<file path="src/rtl/ultrasonic_echo_emulator_pkg.sv">
// Shared definitions for the ultrasonic ranger emulator and its sensor controller.
// Contents: FSM state enum, default timing constants (50 MHz clocks), counter width.
// No ports; imported with ultrasonic_pkg::*.
package ultrasonic_pkg;

   localparam int CNT_W           = 28;
   localparam int MIN_TRIG_CYCLES = 500;
   localparam int BURST_CYCLES    = 10000;
   localparam int CYCLES_PER_CM   = 2900;
   localparam int MAX_CM          = 400;
   localparam int TIMEOUT_CYCLES  = 1900000;
   localparam int HOLDOFF_CYCLES  = 50000;
   localparam int JITTER_BITS     = 4;

   typedef enum logic [2:0] {
      IDLE,
      TRIG_HI,
      BURST,
      ECHO,
      HOLDOFF
   } state_t;

endpackage

</file>
<file path="src/rtl/ultrasonic_echo_emulator_if.sv">
// Pin-level bundle between a sensor controller (master) and the ranger emulator (slave).
// master drives trig and distance_cm; slave drives echo, busy, trig_err, meas_count.
// Purely combinational grouping, no clock inside.
interface ultrasonic_echo_emulator_if;
   logic        trig;
   logic [15:0] distance_cm;
   logic        echo;
   logic        busy;
   logic        trig_err;
   logic [15:0] meas_count;

   modport master (output trig, distance_cm, input echo, busy, trig_err, meas_count);
   modport slave  (input trig, distance_cm, output echo, busy, trig_err, meas_count);
endinterface

</file>
<file path="src/rtl/ultrasonic_echo_emulator_sync_2ff.sv">
// Generic two-flop synchronizer for a single asynchronous bit.
// Ports: clk, rst (sync, active-high), d (async in), q (synchronized out, 2-clock lag).
// Both flops clear on reset.
module sync_2ff (
   input  logic clk,
   input  logic rst,
   input  logic d,
   output logic q
);
   logic meta;

   always_ff @(posedge clk) begin
      if (rst) begin
         meta <= 1'b0;
         q    <= 1'b0;
      end else begin
         meta <= d;
         q    <= meta;
      end
   end
endmodule

</file>
<file path="src/rtl/ultrasonic_echo_emulator.sv">
// HC-SR04-style ranger model: trig pulse in, echo pulse out whose width encodes distance_cm.
// Ports: clk50, rst (sync, active-high), bus (slave modport: trig, distance_cm, echo, busy, trig_err, meas_count).
// Optional: define ULTRASONIC_ECHO_JITTER_EN to add LFSR jitter to normal echo widths.
module ultrasonic_echo_emulator #(
   parameter int MIN_TRIG_CYCLES = ultrasonic_pkg::MIN_TRIG_CYCLES,
   parameter int BURST_CYCLES    = ultrasonic_pkg::BURST_CYCLES,
   parameter int CYCLES_PER_CM   = ultrasonic_pkg::CYCLES_PER_CM,
   parameter int MAX_CM          = ultrasonic_pkg::MAX_CM,
   parameter int TIMEOUT_CYCLES  = ultrasonic_pkg::TIMEOUT_CYCLES,
   parameter int HOLDOFF_CYCLES  = ultrasonic_pkg::HOLDOFF_CYCLES
) (
   input  logic                        clk50,
   input  logic                        rst,
   ultrasonic_echo_emulator_if.slave   bus
);
   import ultrasonic_pkg::*;

   localparam logic [CNT_W-1:0] MIN_C     = CNT_W'(MIN_TRIG_CYCLES);
   localparam logic [CNT_W-1:0] BURST_END = CNT_W'(BURST_CYCLES - 1);
   localparam logic [CNT_W-1:0] HOLD_END  = CNT_W'(HOLDOFF_CYCLES - 1);
   localparam logic [CNT_W-1:0] TIMEOUT_C = CNT_W'(TIMEOUT_CYCLES);
   localparam logic [CNT_W-1:0] ONE       = CNT_W'(1);

   state_t           state, state_nxt;
   logic [CNT_W-1:0] cnt, cnt_nxt;
   logic [CNT_W-1:0] echo_len, echo_len_nxt;
   logic [15:0]      latched_cm, latched_cm_nxt;
   logic [15:0]      meas_count;
   logic             trig_s, trig_s_q;
   logic             trig_err_q, trig_err_nxt;
   logic             meas_inc;
   logic             normal;
   logic [CNT_W-1:0] len_base, jitter;

   sync_2ff u_sync (
      .clk (clk50),
      .rst (rst),
      .d   (bus.trig),
      .q   (trig_s)
   );

   // Zero and anything beyond MAX_CM behave like "no target": long timeout echo.
   assign normal   = (latched_cm != 16'd0) && (latched_cm <= 16'(MAX_CM));
   assign len_base = normal ? (CNT_W'(latched_cm) * CNT_W'(CYCLES_PER_CM)) : TIMEOUT_C;

`ifdef ULTRASONIC_ECHO_JITTER_EN
   logic [15:0] lfsr;

   // Galois form of x^16+x^14+x^13+x^11+1, free-running.
   always_ff @(posedge clk50) begin
      if (rst) lfsr <= 16'hACE1;
      else     lfsr <= {1'b0, lfsr[15:1]} ^ (lfsr[0] ? 16'hB400 : 16'h0000);
   end

   assign jitter = CNT_W'(lfsr[JITTER_BITS-1:0]);
`else
   assign jitter = '0;
`endif

   always_ff @(posedge clk50) begin
      if (rst) begin
         state      <= IDLE;
         cnt        <= '0;
         echo_len   <= '0;
         latched_cm <= '0;
         trig_s_q   <= 1'b0;
         trig_err_q <= 1'b0;
         meas_count <= '0;
      end else begin
         state      <= state_nxt;
         cnt        <= cnt_nxt;
         echo_len   <= echo_len_nxt;
         latched_cm <= latched_cm_nxt;
         trig_s_q   <= trig_s;
         trig_err_q <= trig_err_nxt;
         meas_count <= meas_count + {15'd0, meas_inc};
      end
   end

   always_comb begin
      state_nxt      = state;
      cnt_nxt        = cnt;
      echo_len_nxt   = echo_len;
      latched_cm_nxt = latched_cm;
      trig_err_nxt   = 1'b0;
      meas_inc       = 1'b0;
      case (state)
         IDLE: begin
            // trig_s_q tracks trig_s in every state, so a level still high
            // when HOLDOFF ends is not seen as a new rising edge.
            if (trig_s && !trig_s_q) begin
               state_nxt = TRIG_HI;
               cnt_nxt   = ONE;
            end
         end
         TRIG_HI: begin
            if (trig_s) begin
               if (cnt < MIN_C) cnt_nxt = cnt + ONE;
            end else if (cnt >= MIN_C) begin
               state_nxt      = BURST;
               cnt_nxt        = '0;
               latched_cm_nxt = bus.distance_cm;
            end else begin
               state_nxt    = IDLE;
               cnt_nxt      = '0;
               trig_err_nxt = 1'b1;
            end
         end
         BURST: begin
            echo_len_nxt = len_base;
            if (cnt == BURST_END) begin
               state_nxt    = ECHO;
               cnt_nxt      = '0;
               echo_len_nxt = normal ? (len_base + jitter) : len_base;
            end else begin
               cnt_nxt = cnt + ONE;
            end
         end
         ECHO: begin
            if (cnt == echo_len - ONE) begin
               state_nxt = HOLDOFF;
               cnt_nxt   = '0;
               meas_inc  = 1'b1;
            end else begin
               cnt_nxt = cnt + ONE;
            end
         end
         HOLDOFF: begin
            if (cnt == HOLD_END) begin
               state_nxt = IDLE;
               cnt_nxt   = '0;
            end else begin
               cnt_nxt = cnt + ONE;
            end
         end
         default: begin
            state_nxt = IDLE;
            cnt_nxt   = '0;
         end
      endcase
   end

   assign bus.echo       = (state == ECHO);
   assign bus.busy       = (state != IDLE);
   assign bus.trig_err   = trig_err_q;
   assign bus.meas_count = meas_count;
endmodule

</file>
<file path="src/flat_wrapper.sv">
// flat-port wrapper written by rule: the top's interface ports become plain ports
module ultrasonic_echo_emulator_flat import ultrasonic_pkg::*;
#(
   parameter int MIN_TRIG_CYCLES = ultrasonic_pkg::MIN_TRIG_CYCLES,
   parameter int BURST_CYCLES    = ultrasonic_pkg::BURST_CYCLES,
   parameter int CYCLES_PER_CM   = ultrasonic_pkg::CYCLES_PER_CM,
   parameter int MAX_CM          = ultrasonic_pkg::MAX_CM,
   parameter int TIMEOUT_CYCLES  = ultrasonic_pkg::TIMEOUT_CYCLES,
   parameter int HOLDOFF_CYCLES  = ultrasonic_pkg::HOLDOFF_CYCLES
)
  (clk50, rst, bus_trig, bus_distance_cm, bus_echo, bus_busy, bus_trig_err, bus_meas_count);
  ultrasonic_echo_emulator_if bus_i ();
  input  logic clk50;
  input  logic rst;
  input wire logic [$bits(bus_i.trig)-1:0] bus_trig;
  input wire logic [$bits(bus_i.distance_cm)-1:0] bus_distance_cm;
  output wire logic [$bits(bus_i.echo)-1:0] bus_echo;
  output wire logic [$bits(bus_i.busy)-1:0] bus_busy;
  output wire logic [$bits(bus_i.trig_err)-1:0] bus_trig_err;
  output wire logic [$bits(bus_i.meas_count)-1:0] bus_meas_count;
  assign bus_i.trig = bus_trig;
  assign bus_i.distance_cm = bus_distance_cm;
  assign bus_echo = bus_i.echo;
  assign bus_busy = bus_i.busy;
  assign bus_trig_err = bus_i.trig_err;
  assign bus_meas_count = bus_i.meas_count;
  ultrasonic_echo_emulator #(.MIN_TRIG_CYCLES(MIN_TRIG_CYCLES), .BURST_CYCLES(BURST_CYCLES), .CYCLES_PER_CM(CYCLES_PER_CM), .MAX_CM(MAX_CM), .TIMEOUT_CYCLES(TIMEOUT_CYCLES), .HOLDOFF_CYCLES(HOLDOFF_CYCLES)) u_core (.clk50(clk50), .rst(rst), .bus(bus_i));
endmodule
</file>
<file path="config.mk">
export PLATFORM = sky130hd
export DESIGN_NAME = ultrasonic_echo_emulator_flat
export DESIGN_NICKNAME = d
export VERILOG_FILES = /design/src/rtl/ultrasonic_echo_emulator_pkg.sv /design/src/rtl/ultrasonic_echo_emulator_if.sv /design/src/rtl/ultrasonic_echo_emulator_sync_2ff.sv /design/src/rtl/ultrasonic_echo_emulator.sv /design/src/flat_wrapper.sv
export SDC_FILE = /design/constraint.sdc
export NUM_CORES = 1
export LEC_CHECK = 0
export BUFFER_PORTS_ARGS = -buffer_cell sky130_fd_sc_hd__buf_2
export CORE_AREA = 2 2 175 177
export DETAILED_ROUTE_END_ITERATION = 10
export DIE_AREA = 0 0 177 179
export PLACE_DENSITY = 0.42
export SYNTH_ARGS = -nofsm -noshare
export SYNTH_HDL_FRONTEND = slang
export SYNTH_SLANG_ARGS = --single-unit
</file>
<file path="constraint.sdc">
create_clock -name clk50 -period 6.8 [get_ports clk50]
set_clock_uncertainty 0.05 [all_clocks]
set_input_delay 1.36 -clock clk50 [delete_from_list [all_inputs] [get_ports clk50]]
set_output_delay 1.36 -clock clk50 [all_outputs]
set_load 0.01 [all_outputs]
</file>
### After elaboration in Yosys (flattened, before gate mapping)

Index checks and enable logic that the tools add are counted.

* reduce and logical (&&, ||, !) cells: 10
* bitwise gates (word level): 2
* multiplexer cells: 18
* $lt $le $gt $ge: 3
* add/sub/neg operators: 3
* equality and inequality tests: 13
* multiply operators: 1

Operators with widths (number)
* $mux 28: 7
* $pmux 28 s5: 1
* $add 28x1->28 const B: 1
* $eq 28x14->1 const B: 1
* $eq 28x16->1 const B: 1
* $eq 28x28->1: 1
* $ge 28x9->1 const B: 1
* $lt 28x9->1 const B: 1
* $sub 28x1->28 const B: 1
* $mul 16x10->26 const B: 1
* $add 16x1->16: 1
* $le 16x9->1 const B: 1
* $reduce_bool 16->1: 1
* $mux 3: 5
* $pmux 3 s5: 1
* $ne 2x1->1 const B: 4
* $eq 3x2->1 const B: 2
* $reduce_and 5->1: 1
* $eq 3x1->1 const B: 1
* $eq 3x3->1 const B: 1
* $logic_not 3->1: 1
* $mux 1: 3
* $ne 3x2->1 const B: 1
* $reduce_and 3->1: 1
* other kinds (8): 10

* input port bits: 19
* output and inout bits: 19
* register bits after elaboration: 95
* logic and storage cells: 59

### Logic depth before layout (Yosys ltp)

Gate-level depths: netlist of the first run.

* word-level depth: 5
* depth in mapped cells: 20
* mapped depth without buffers: 20

### Cells and area by module

Synthesis of the first run repeated with hierarchy kept, for this count alone.

* cell total of the unflattened synthesis: 916
* area total of the unflattened synthesis: 7866.3 um2

By module, submodules not included
* ultrasonic_echo_emulator: instances 1, area an instance 7813.7 um2, cells each 912
* sync_2ff: instances 1, area an instance 52.6 um2, cells each 4

### Least setup slack after synthesis of the first run

No wires, ideal clock.

* kind: flip-flop to flip-flop
* start: reg u_core.latched_cm[6]
* end: reg u_core.echo_len[26]
* path buffers: 0
* setup time: 0.124 ns
* stages on the path, launching flop included: 20
* slack: 1.596 ns
* arrival: 5.030 ns
* cells stage by stage: dfxtp_1 ha_1 fa_1 inv_1 fa_1 inv_1 fa_1 inv_1 fa_1 inv_1 ha_1 a21o_1 a31oi_1 nand3b_1 o21ai_0 o21bai_1 a21o_1 a2111oi_0 or4b_2 nand3_1

* word-level cells in the longest chain between the ends: 3
* elaborated cells between the ends (all ways): 5

Ends and longest elaborated chain
* start: declaration: line ultrasonic_echo_emulator.sv:27 `logic [15:0] latched_cm, latched_cm_nxt;`
* start signal: assignment: line ultrasonic_echo_emulator.sv:73 `latched_cm <= latched_cm_nxt;`
* parallel branches: the longest is 2 deep, another holds $mul 16x10->26
* $mux 28 *: line ultrasonic_echo_emulator.sv:44 `assign len_base = normal ? (CNT_W'(latched_cm) * CNT_W'(CYCLES_PER_CM)) : TIMEOUT_C;`
* end signal: assignment: line ultrasonic_echo_emulator.sv:72 `echo_len <= echo_len_nxt;`
* end: declaration: line ultrasonic_echo_emulator.sv:26 `logic [CNT_W-1:0] echo_len, echo_len_nxt;`

Every way passes the cells marked *.
A chain may end at the register's enable or synchronous reset.

### Final worst setup path of the first run

Ends and elaborated chain as after synthesis.

==> impl_metrics.env, run 1 <==
export IMPL_initial_core_util=0.265
export IMPL_total_power_mw=1.11
export IMPL_syn_inst=916
export IMPL_syn_to_final_growth_pct=10.9
export IMPL_synth_warning_count=0
export IMPL_synth_seq_cells=93
export IMPL_synth_xor_area_frac=0.0793
export IMPL_clk_pin_slew_ps=70
export IMPL_insertion_delay_ps=350
export IMPL_grt_pass1_vias=6202
export IMPL_cts_resized=0
export IMPL_fill_cells=3291
export IMPL_final_min_clock_period_ps=5740
export IMPL_pwr_density_cell_mw_per_mm2=126
export IMPL_vias=6340
export IMPL_tightest_slew_ps=990
export IMPL_ys_types=68
export IMPL_synth_top_family_by_area="adder cells"
export IMPL_critPathLaunch="u_core.latched_cm[6]$_SDFFE_PP0P_"
export IMPL_regToRegStartpoint="u_core.latched_cm[6]$_SDFFE_PP0P_"
export IMPL_critPathRequiredTime_ps=6980
export IMPL_max_freq_mhz=174
export IMPL_synth_main_ff_cell="dfxtp_1"
export IMPL_cts_htree_levels=3
export IMPL_die_area_sq_mm=0.0317
export IMPL_ant_nets=0
export IMPL_finalSetupTns_ps=0
export IMPL_criticalPathCategory="register to register"
export IMPL_synth_commonest_cells="inv_1, dfxtp_1, ha_1"
export IMPL_synthesis_nets=1058
export IMPL_cts_tree="built"
export IMPL_drc=0
export IMPL_syn_area_sq_mm=0.00795
export IMPL_synth_edf_count=0
export IMPL_first_pass_iters=4
export IMPL_synth_area_leaders="dfxtp_1, ha_1, fa_1, xor2_1, inv_1"
export IMPL_hold_violations=0
export IMPL_synth_simple_area_share=0.207
export IMPL_cts_setup_buffers=0
export IMPL_antenna_found_initial=0
export IMPL_cts_buffers=9
export IMPL_synth_most_common_cell="inv_1"
export IMPL_endpoint_kind="register"
export IMPL_worst_r2r_endpoint="u_core.echo_len[26]$_SDFFE_PP0P_"
export IMPL_synthArstFlopShare=0
export IMPL_place_inst=1312
export IMPL_maxCapViolations=0
export IMPL_dpl_hpwl_mm=15.7
export IMPL_clock_sinks=93
export IMPL_slew_headroom=0.340
export IMPL_track_usage=0.130
export IMPL_grt_pass1_wl_mm=32.9
export IMPL_placementRows=64
export IMPL_p_leak_nw=4.09
export IMPL_wirelength_mm=19.8
export IMPL_grt_max_degree=57
export IMPL_synth_compound_area_frac=0.153
export IMPL_finalNetCount=1069
export IMPL_die_w_microns=177
export IMPL_worstPathMaxFanout=8
export IMPL_slew_viol_final=0
export IMPL_cts_hold_buf=0
export IMPL_reg2reg_slack_ps=1060
export IMPL_final_cell_area_sq_mm=0.00882
export IMPL_whs_ps=395
export IMPL_drive_gt1_frac=0.101
export IMPL_gp_congestion=0.785
export IMPL_worstSetupStartpointType="register"
export IMPL_cts_buffer_depth=2
export IMPL_antenna_cells=0
export IMPL_port_buffers=37
export IMPL_drt_initial_drc_count=288
export IMPL_core_sq_mm=0.0300
export IMPL_synthMuxAreaShare=0.0201
export IMPL_post_route_period_util=0.845
export IMPL_crit_end="u_core.echo_len[26]$_SDFFE_PP0P_"
export IMPL_postPlaceCellArea_sq_mm=0.00851
export IMPL_fin_cells=1328
export IMPL_syn_avg_cell_area_sq_um=8.68
export IMPL_synth_fa_ha_area_frac=0.235
export IMPL_die_h_microns=179
export IMPL_io_pins=38
export IMPL_cts_root_buffer="clkbuf_16"
export IMPL_r2r_worst_path_cells=19
export IMPL_viasPerCell=4.77
export IMPL_vdd_drop_max_mv=0.114
export IMPL_hp_class="register to register"
export IMPL_synth_top_area_frac=0.234
export IMPL_status="completed"
export IMPL_yosysSeqAreaShare=0.234
export IMPL_cp_arrival_ps=5920
export IMPL_overflow=0
export IMPL_rsz0062_at_grt="false"
export IMPL_synth_area_leader_cell="dfxtp_1"
export IMPL_wl_per_cell_microns=14.9
export IMPL_finalSetupViolations=0
flip-flops by register name, summed over array words and instances (netlist names):
register,cells
u_core.bus.meas_count,16
u_core.bus.trig_err,1
u_core.cnt,28
u_core.echo_len,26
u_core.latched_cm,16
u_core.state,3
u_core.trig_s_q,1
u_core.u_sync.meta,1
u_core.u_sync.q,1
through the flow:
stage / util / setup slack (ps)
5_1_grt: 0.294 / 580
6_report: 0.294 / 1060
2_1_floorplan: - / 1600
3_3_place_gp: 0.283 / 1190
4_1_cts: 0.294 / 1030
3_5_place_dp: 0.283 / 1060
layout by cell type, fill, tap and decap left out, drive strengths merged, types with 16 or more instances in the layout:
cell   instances
nor3          20
o21ai         32
fa            44
nor2          72
o31ai         24
inv           99
xor2          45
nand4         19
xnor2         27
dfxtp         93
nand2         39
a21oi         27
buf           43
ha            79
nand3         54
mux2i         16
area by class of cell:
type | count | area, sq um | area share
clock buffer | 12 | 256 | 0.0291
timing repair buffer | 43 | 230 | 0.0261
inverter | 98 | 368 | 0.0417
multi-input combinational | 682 | 5550 | 0.630
tap | 396 | 495 | 0.0562
clock inverter | 4 | 55.1 | 0.00624
sequential | 93 | 1860 | 0.211
report_power, final:
group / internal [mW] / total (mW) / leakage (nW) / switching [mW]
sequential: 0.546 / 0.547 / 0.749 / 0.00137
combinational: 0.00797 / 0.0254 / 3.19 / 0.0174
clock: 0.308 / 0.539 / 0.149 / 0.231
total: 0.861 / 1.11 / 4.09 / 0.250
worst max-delay path, stage by stage (launching register included):
cell,delay (ps)
dfxtp_1,540
ha_1,340
fa_1,510
inv_1,50
fa_1,520
inv_1,50
fa_1,520
inv_1,50
fa_1,500
inv_1,40
ha_1,360
a21o_1,210
a31oi_1,170
nand3b_1,90
o21ai_0,340
o21bai_1,180
a21o_1,210
a2111oi_0,570
or4b_2,230
nand3_1,60
logic make-up after synthesis:
logic type | Yosys count
AND/OR/NAND/NOR | 310
buffers and inverters | 141
AO/OA/AOI/OAI | 161
XOR/XNOR | 72
adder cells (fa/ha/maj) | 123
flip-flops | 93
multiplexers | 16
per-layer routing:
metal  up-vias  part of all wire  track usage
met2        60              0.45        0.208
met4         0            0.0074       0.0193
met1      3022              0.51        0.185
met3         8             0.023       0.0223
li1       3250                 -            -
met5         -                 0            0
how the worst min path moves through the flow:
stage                                  start                          to  slack, ps  cells past startpoint
2_1_floorplan  u_core.u_sync.meta$_SDFF_PP0_  u_core.u_sync.q$_SDFF_PP0_        360                      1
4_1_cts        u_core.u_sync.meta$_SDFF_PP0_  u_core.u_sync.q$_SDFF_PP0_        400                      1
3_5_place_dp   u_core.u_sync.meta$_SDFF_PP0_  u_core.u_sync.q$_SDFF_PP0_        380                      1
5_1_grt        u_core.u_sync.meta$_SDFF_PP0_  u_core.u_sync.q$_SDFF_PP0_        420                      1
3_3_place_gp   u_core.u_sync.meta$_SDFF_PP0_  u_core.u_sync.q$_SDFF_PP0_        370                      1
6_report       u_core.u_sync.meta$_SDFF_PP0_  u_core.u_sync.q$_SDFF_PP0_        400                      1
(Power assumes the default switching activity.)
==> inputs of run 2 (changes only) <==
ABC_AREA = 1   (was not set)
CORE_AREA = 2 2 183 185   (was 2 2 175 177)
DIE_AREA = 0 0 185 187   (was 0 0 177 179)
PLACE_DENSITY = 0.44   (was 0.42)
clock period = 4.91 ns   (was 6.8 ns; I/O delays follow)
==> impl_metrics.env, run 2 <==
export IMPL_slew_viol_final=0
export IMPL_cts_root_buffer="clkbuf_16"
export IMPL_syn_area_sq_mm=0.00874
export IMPL_clkPwrFrac=0.478
export IMPL_p_sw_mw=0.454
export IMPL_p_leak_nw=4.63
export IMPL_grt_pass1_vias=7621
export IMPL_postPlaceCellArea_sq_mm=0.00938
export IMPL_syn_avg_cell_area_sq_um=7.04
export IMPL_max_freq_mhz=216
export IMPL_finalSetupTns_ps=0
export IMPL_cts_tree="built"
export IMPL_viasPerCell=4.45
export IMPL_finalNetCount=1409
export IMPL_fill_cells=3687
export IMPL_worstPathMaxFanout=6
export IMPL_synth_seq_cells=93
export IMPL_pwr_density_cell_mw_per_mm2=182
export IMPL_track_usage=0.142
export IMPL_final_cell_mix="nand2_1, inv_1, nor2_1"
export IMPL_cts_htree_levels=3
export IMPL_vdd_drop_max_mv=0.192
export IMPL_hold_violations=0
export IMPL_critPathRequiredTime_ps=5080
export IMPL_cts_buffers=9
export IMPL_holdPathStages=2
export IMPL_port_buffers=37
export IMPL_reg2reg_slack_ps=280
export IMPL_antenna_cells=0
export IMPL_seqPwrFrac=0.430
export IMPL_cp_arrival_ps=4800
export IMPL_synth_warning_count=0
export IMPL_drc=0
export IMPL_worstSetupStartpointType="register"
export IMPL_final_min_clock_period_ps=4630
export IMPL_min_from="u_core.u_sync.meta$_SDFF_PP0_"
export IMPL_clk_pin_slew_ps=70
export IMPL_endpoint_kind="register"
export IMPL_vias=7657
export IMPL_clock_sinks=93
export IMPL_hold_path_end="u_core.u_sync.q$_SDFF_PP0_"
export IMPL_critPathLaunch="u_core.latched_cm[0]$_SDFFE_PP0P_"
export IMPL_criticalPathCategory="register to register"
export IMPL_cts_buffer_depth=2
export IMPL_regToRegStartpoint="u_core.latched_cm[0]$_SDFFE_PP0P_"
export IMPL_ys_types=47
export IMPL_largest_register="u_core.cnt"
export IMPL_first_pass_iters=4
export IMPL_die_w_microns=185
export IMPL_tightest_slew_ps=936
export IMPL_die_area_sq_mm=0.0346
export IMPL_worst_r2r_endpoint="u_core.echo_len[22]$_SDFFE_PP0P_"
export IMPL_synth_area_leader_cell="dfxtp_1"
export IMPL_internal_power_mw=1.33
export IMPL_insertion_delay_ps=360
export IMPL_yosysSeqAreaShare=0.213
export IMPL_rsz0062_at_grt="false"
export IMPL_wl_per_cell_microns=13.7
export IMPL_whs_ps=353
export IMPL_fin_cells=1720
export IMPL_io_pins=38
export IMPL_syn_inst=1241
export IMPL_drive_gt1_frac=0.110
export IMPL_synth_edf_count=0
export IMPL_synth_area_leaders="dfxtp_1, ha_1, fa_1, nand2_1, inv_1"
export IMPL_pwr_share_comb=0.092
export IMPL_status="completed"
export IMPL_synth_commonest_cells="nand2_1, inv_1, nor2_1"
export IMPL_place_inst=1702
export IMPL_synth_top_area_frac=0.213
export IMPL_largest_reg_flops=28
export IMPL_slew_headroom=0.374
export IMPL_post_route_period_util=0.944
export IMPL_core_sq_mm=0.0329
export IMPL_ant_nets=0
export IMPL_r2r_worst_path_cells=18
export IMPL_die_h_microns=187
export IMPL_synth_main_ff_cell="dfxtp_1"
export IMPL_wirelength_mm=23.6
export IMPL_maxCapViolations=0
export IMPL_grt_max_degree=58
export IMPL_syn_to_final_growth_pct=12.2
export IMPL_synth_most_common_cell="nand2_1"
export IMPL_initial_core_util=0.266
export IMPL_synthArstFlopShare=0
export IMPL_total_power_mw=1.78
export IMPL_top_regs="u_core.cnt (28), u_core.echo_len (26)"
export IMPL_gp_congestion=0.849
export IMPL_final_cell_area_sq_mm=0.00981
export IMPL_final_common_cell="nand2_1"
export IMPL_hp_class="register to register"
export IMPL_p_sw_frac=0.255
export IMPL_drt_initial_drc_count=343
export IMPL_placementRows=67
export IMPL_overflow=0
export IMPL_dpl_hpwl_mm=19.2
export IMPL_synthesis_nets=1383
export IMPL_finalSetupViolations=0
export IMPL_antenna_found_initial=0
export IMPL_grt_pass1_wl_mm=39.2
[run 2: changes by cell type in the layout (fill, tap and decap cells not counted), sizes merged, moves of 21 or more]
cell | previous run | this run
o31ai | 24 | 0
nand2 | 39 | 238
nor2 | 72 | 158
a21oi | 27 | 97
o21ai | 32 | 53
inv | 99 | 208
[run 2: critical path, stage by stage (launching register included)]
cell and delay [ps]:
dfxtp_2 360, ha_1 250, xor2_2 200, ha_1 180
or2_2 300, fa_1 480, fa_1 540, inv_1 50
fa_1 490, inv_1 40, ha_2 350, nand2_1 100
o21a_1 230, o211ai_1 320, a21oi_2 70, o21bai_1 210
a21oi_1 80, o21ai_0 100, a21oi_1 80
[run 2: cell type report]
cell class | instances | area [sq um] | area share
multi-input cells | 905 | 5970 | 0.609
flip-flops and latches | 93 | 1870 | 0.190
inverters | 208 | 781 | 0.0796
well taps | 448 | 561 | 0.0572
repair buffers | 50 | 283 | 0.0288
clock buffers | 10 | 239 | 0.0244
clock inverters | 6 | 109 | 0.0111
[run 2: per-stage QoR]
| stage | setup WS (ps) | utilization |
|---|---|---|
| finish | 277 | 0.298 |
| global route | 4.04 | 0.298 |
| CTS | 52.7 | 0.296 |
| detailed placement | 56.8 | 0.285 |
| global placement | 130 | 0.285 |
| floorplan | 566 | - |
[run 2: cells by family (layout without fill, tap and decap cells)]
kind of cell	Yosys count	after routing	share of synthesized area
DFF	93	93	0.213
AOI/OAI and AO/OA	187	187	0.127
xor gates and xnor gates	57	57	0.0571
buffers and inverters	243	274	0.111
adders and majority gates	123	123	0.214
and+or+nand+nor	538	538	0.279
[run 2: power groups by stage]
stage	Clock (mW)	Combinational, mW	Sequential [mW]
2_1_floorplan	0	0.123	0.781
3_3_place_gp	0	0.166	0.784
3_5_place_dp	0	0.166	0.784
4_1_cts	0.879	0.167	0.766
5_1_grt	0.908	0.191	0.767
6_report	0.851	0.164	0.766
[run 2: how the worst max path moves through the flow]
stage and end:
4_1_cts u_core.echo_len[21]$_SDFFE_PP0P_, 5_1_grt u_core.echo_len[27]$_SDFFE_PP0P_, 3_5_place_dp u_core.echo_len[21]$_SDFFE_PP0P_, 6_report u_core.echo_len[22]$_SDFFE_PP0P_, 3_3_place_gp u_core.echo_len[21]$_SDFFE_PP0P_, 2_1_floorplan u_core.echo_len[21]$_SDFFE_PP0P_
[run 2: layer usage]
metal,wire (microns),up-vias,GRT usage
li1,-,4050,-
met1,11700,3496,0.193
met2,10900,82,0.235
met3,571,29,0.0206
met4,510,0,0.0397
met5,0,-,0
[run 2: timing repair]
action                     in CTS  in global routing
hold buffers                    0                  0
setup endpoints to repair       0                  9
buffers inserted                0                  2
resized for setup               0                 19
==> inputs of run 3 (changes only) <==
CORE_AREA = 2 2 174 176   (was 2 2 183 185)
DIE_AREA = 0 0 176 178   (was 0 0 185 187)
PLACE_DENSITY = 0.47   (was 0.44)
RECOVER_POWER = 100   (was not set)
==> impl_metrics.env, run 3 (synthesized netlist as in run 2, its figures left out) <==
export IMPL_clkPwrFrac=0.428
export IMPL_criticalPathCategory="register to register"
export IMPL_placementRows=63
export IMPL_critPathSlowestCell="fa_1"
export IMPL_p_sw_mw=0.459
export IMPL_vias=7571
export IMPL_vdd_drop_max_mv=0.151
export IMPL_endpoint_kind="register"
export IMPL_cts_tree="built"
export IMPL_pwr_share_comb=0.100
export IMPL_status="completed"
export IMPL_maxCapViolations=0
export IMPL_slew_headroom=0.261
export IMPL_wirelength_mm=22.9
export IMPL_grt_pass1_wl_mm=38.1
export IMPL_max_freq_mhz=215
export IMPL_die_area_sq_mm=0.0313
export IMPL_p_leak_nw=4.49
export IMPL_finalNetCount=1406
export IMPL_post_route_period_util=0.948
export IMPL_hold_violations=0
export IMPL_path_common_cell="fa_1"
export IMPL_internal_power_mw=1.16
export IMPL_hp_class="register to register"
export IMPL_port_buffers=37
export IMPL_critPathRequiredTime_ps=5090
export IMPL_die_h_microns=178
export IMPL_final_common_cell="nand2_1"
export IMPL_cts_buffers=9
export IMPL_tightest_slew_ps=1110
export IMPL_crit_family="adder cells"
export IMPL_overflow=0
export IMPL_first_pass_iters=5
export IMPL_grt_pass1_vias=7454
export IMPL_slew_viol_final=0
export IMPL_finalSetupTns_ps=0
export IMPL_whs_ps=355
export IMPL_largest_register="u_core.cnt"
export IMPL_initial_core_util=0.297
export IMPL_io_pins=38
export IMPL_dpl_hpwl_mm=18.5
export IMPL_worstSetupStartpointType="register"
export IMPL_cpPeakStageDelay_ps=540
export IMPL_worstPathMaxFanout=5
export IMPL_track_usage=0.152
export IMPL_insertion_delay_ps=370
export IMPL_grt_max_degree=58
export IMPL_p_sw_frac=0.283
export IMPL_finalSetupViolations=0
export IMPL_clock_sinks=93
export IMPL_rsz0062_at_grt="true"
export IMPL_clk_pin_slew_ps=80
export IMPL_cts_htree_levels=3
export IMPL_path_cells="ha_1 -> xor2_2 -> ha_1 -> or2_2 -> fa_1 -> fa_1 -> inv_1 -> fa_1 -> inv_1 -> ha_4 -> nand2_1 -> o21a_1 -> o211ai_1 -> a21oi_2 -> o21bai_1 -> a21oi_1 -> o21ai_0 -> a21oi_1"
export IMPL_top_regs="u_core.cnt (28), u_core.echo_len (26)"
export IMPL_ant_nets=0
export IMPL_cp_arrival_ps=4830
export IMPL_final_min_clock_period_ps=4660
export IMPL_syn_to_final_growth_pct=9.81
export IMPL_drc=0
export IMPL_pwr_density_cell_mw_per_mm2=169
export IMPL_seqPwrFrac=0.472
export IMPL_viasPerCell=4.56
export IMPL_core_sq_mm=0.0294
export IMPL_gp_congestion=0.870
export IMPL_drive_gt1_frac=0.0906
export IMPL_cts_root_buffer="clkbuf_16"
export IMPL_antenna_cells=0
export IMPL_largest_reg_flops=28
export IMPL_final_cell_mix="nand2_1, inv_1, nor2_1"
export IMPL_wl_per_cell_microns=13.8
export IMPL_die_w_microns=176
export IMPL_critPathBufInv=2
export IMPL_drt_initial_drc_count=351
export IMPL_antenna_found_initial=0
export IMPL_cts_buffer_depth=2
run 3: cell types whose count changed in the layout (fill, tap and decap cells not counted), moves of 2 or more:
cell,previous run,this run
buf_4,13,10
ha_1,76,78
buf_2,37,20
bufinv_16,3,0
o21ai_0,46,49
clkinv_4,0,2
o21ai_1,7,4
inv_6,1,3
ha_2,2,0
a21oi_1,79,81
clkbuf_1,0,17
a21oi_2,18,16
run 3: metrics by stage:
| step | power [mW] | area [sq um] | utilization | setup slack, ps | instances |
|---|---|---|---|---|---|
| 3_3_place_gp | 0.947 | 9290 | 0.316 | 173 | 1642 |
| 2_1_floorplan | 0.905 | 8740 | - | 566 | 1241 |
| 6_report | 1.62 | 9600 | 0.326 | 253 | 1659 |
| 4_1_cts | 1.65 | 9580 | 0.326 | 89.8 | 1658 |
| 3_5_place_dp | 0.947 | 9290 | 0.316 | 72.7 | 1642 |
| 5_1_grt | 1.71 | 9600 | 0.326 | -17.1 | 1659 |
run 3: power by group through the flow:
stage / Clock, mW / Combinational (mW) / Sequential (mW)
floorplan: 0 / 0.123 / 0.781
global placement: 0 / 0.163 / 0.784
detailed placement: 0 / 0.163 / 0.784
CTS: 0.724 / 0.164 / 0.766
global route: 0.751 / 0.189 / 0.767
finish: 0.695 / 0.162 / 0.766
run 3: repair_timing:
item                       in CTS  in global routing
buffers inserted                0                  1
setup endpoints to repair       0                 11
gates resized for setup         0                 11
hold buffers                    0                  0
run 3: worst reg2reg max path, cell delays in order, from the launching register on:
cell,delay [ps]
dfxtp_2,350
ha_1,350
xor2_2,220
ha_1,180
or2_2,300
fa_1,480
fa_1,540
inv_1,50
fa_1,490
inv_1,60
ha_4,280
nand2_1,80
o21a_1,220
o211ai_1,330
a21oi_2,80
o21bai_1,180
a21oi_1,80
o21ai_0,110
a21oi_1,80
run 3: worst paths after layout:
path,slack [ps],to,depth (start not counted),from
worst max register to register,250,u_core.echo_len[22]$_SDFFE_PP0P_,18,u_core.latched_cm[3]$_SDFFE_PP0P_
worst min-delay path,360,u_core.u_sync.q$_SDFF_PP0_,2,u_core.u_sync.meta$_SDFF_PP0_
worst max-delay path,250,u_core.echo_len[22]$_SDFFE_PP0P_,18,u_core.latched_cm[3]$_SDFFE_PP0P_
worst min register to register,360,u_core.u_sync.q$_SDFF_PP0_,2,u_core.u_sync.meta$_SDFF_PP0_
run 3: metal layers:
layer  up-vias  track usage  part of all wire
met2        92        0.254              0.46
met1      3418        0.204              0.50
li1       4038            -                 -
met5         -            0                 0
met4         0       0.0372             0.016
met3        23       0.0273             0.026
run 3: final cells by class:
cell class | instances | area (sq um)
sequential | 93 | 1870
clock inverter | 7 | 56.3
tap | 390 | 488
inverter | 208 | 781
timing repair buffer | 47 | 239
fill | 3288 | 19800
clock buffer | 9 | 225
multi-input combinational | 905 | 5940
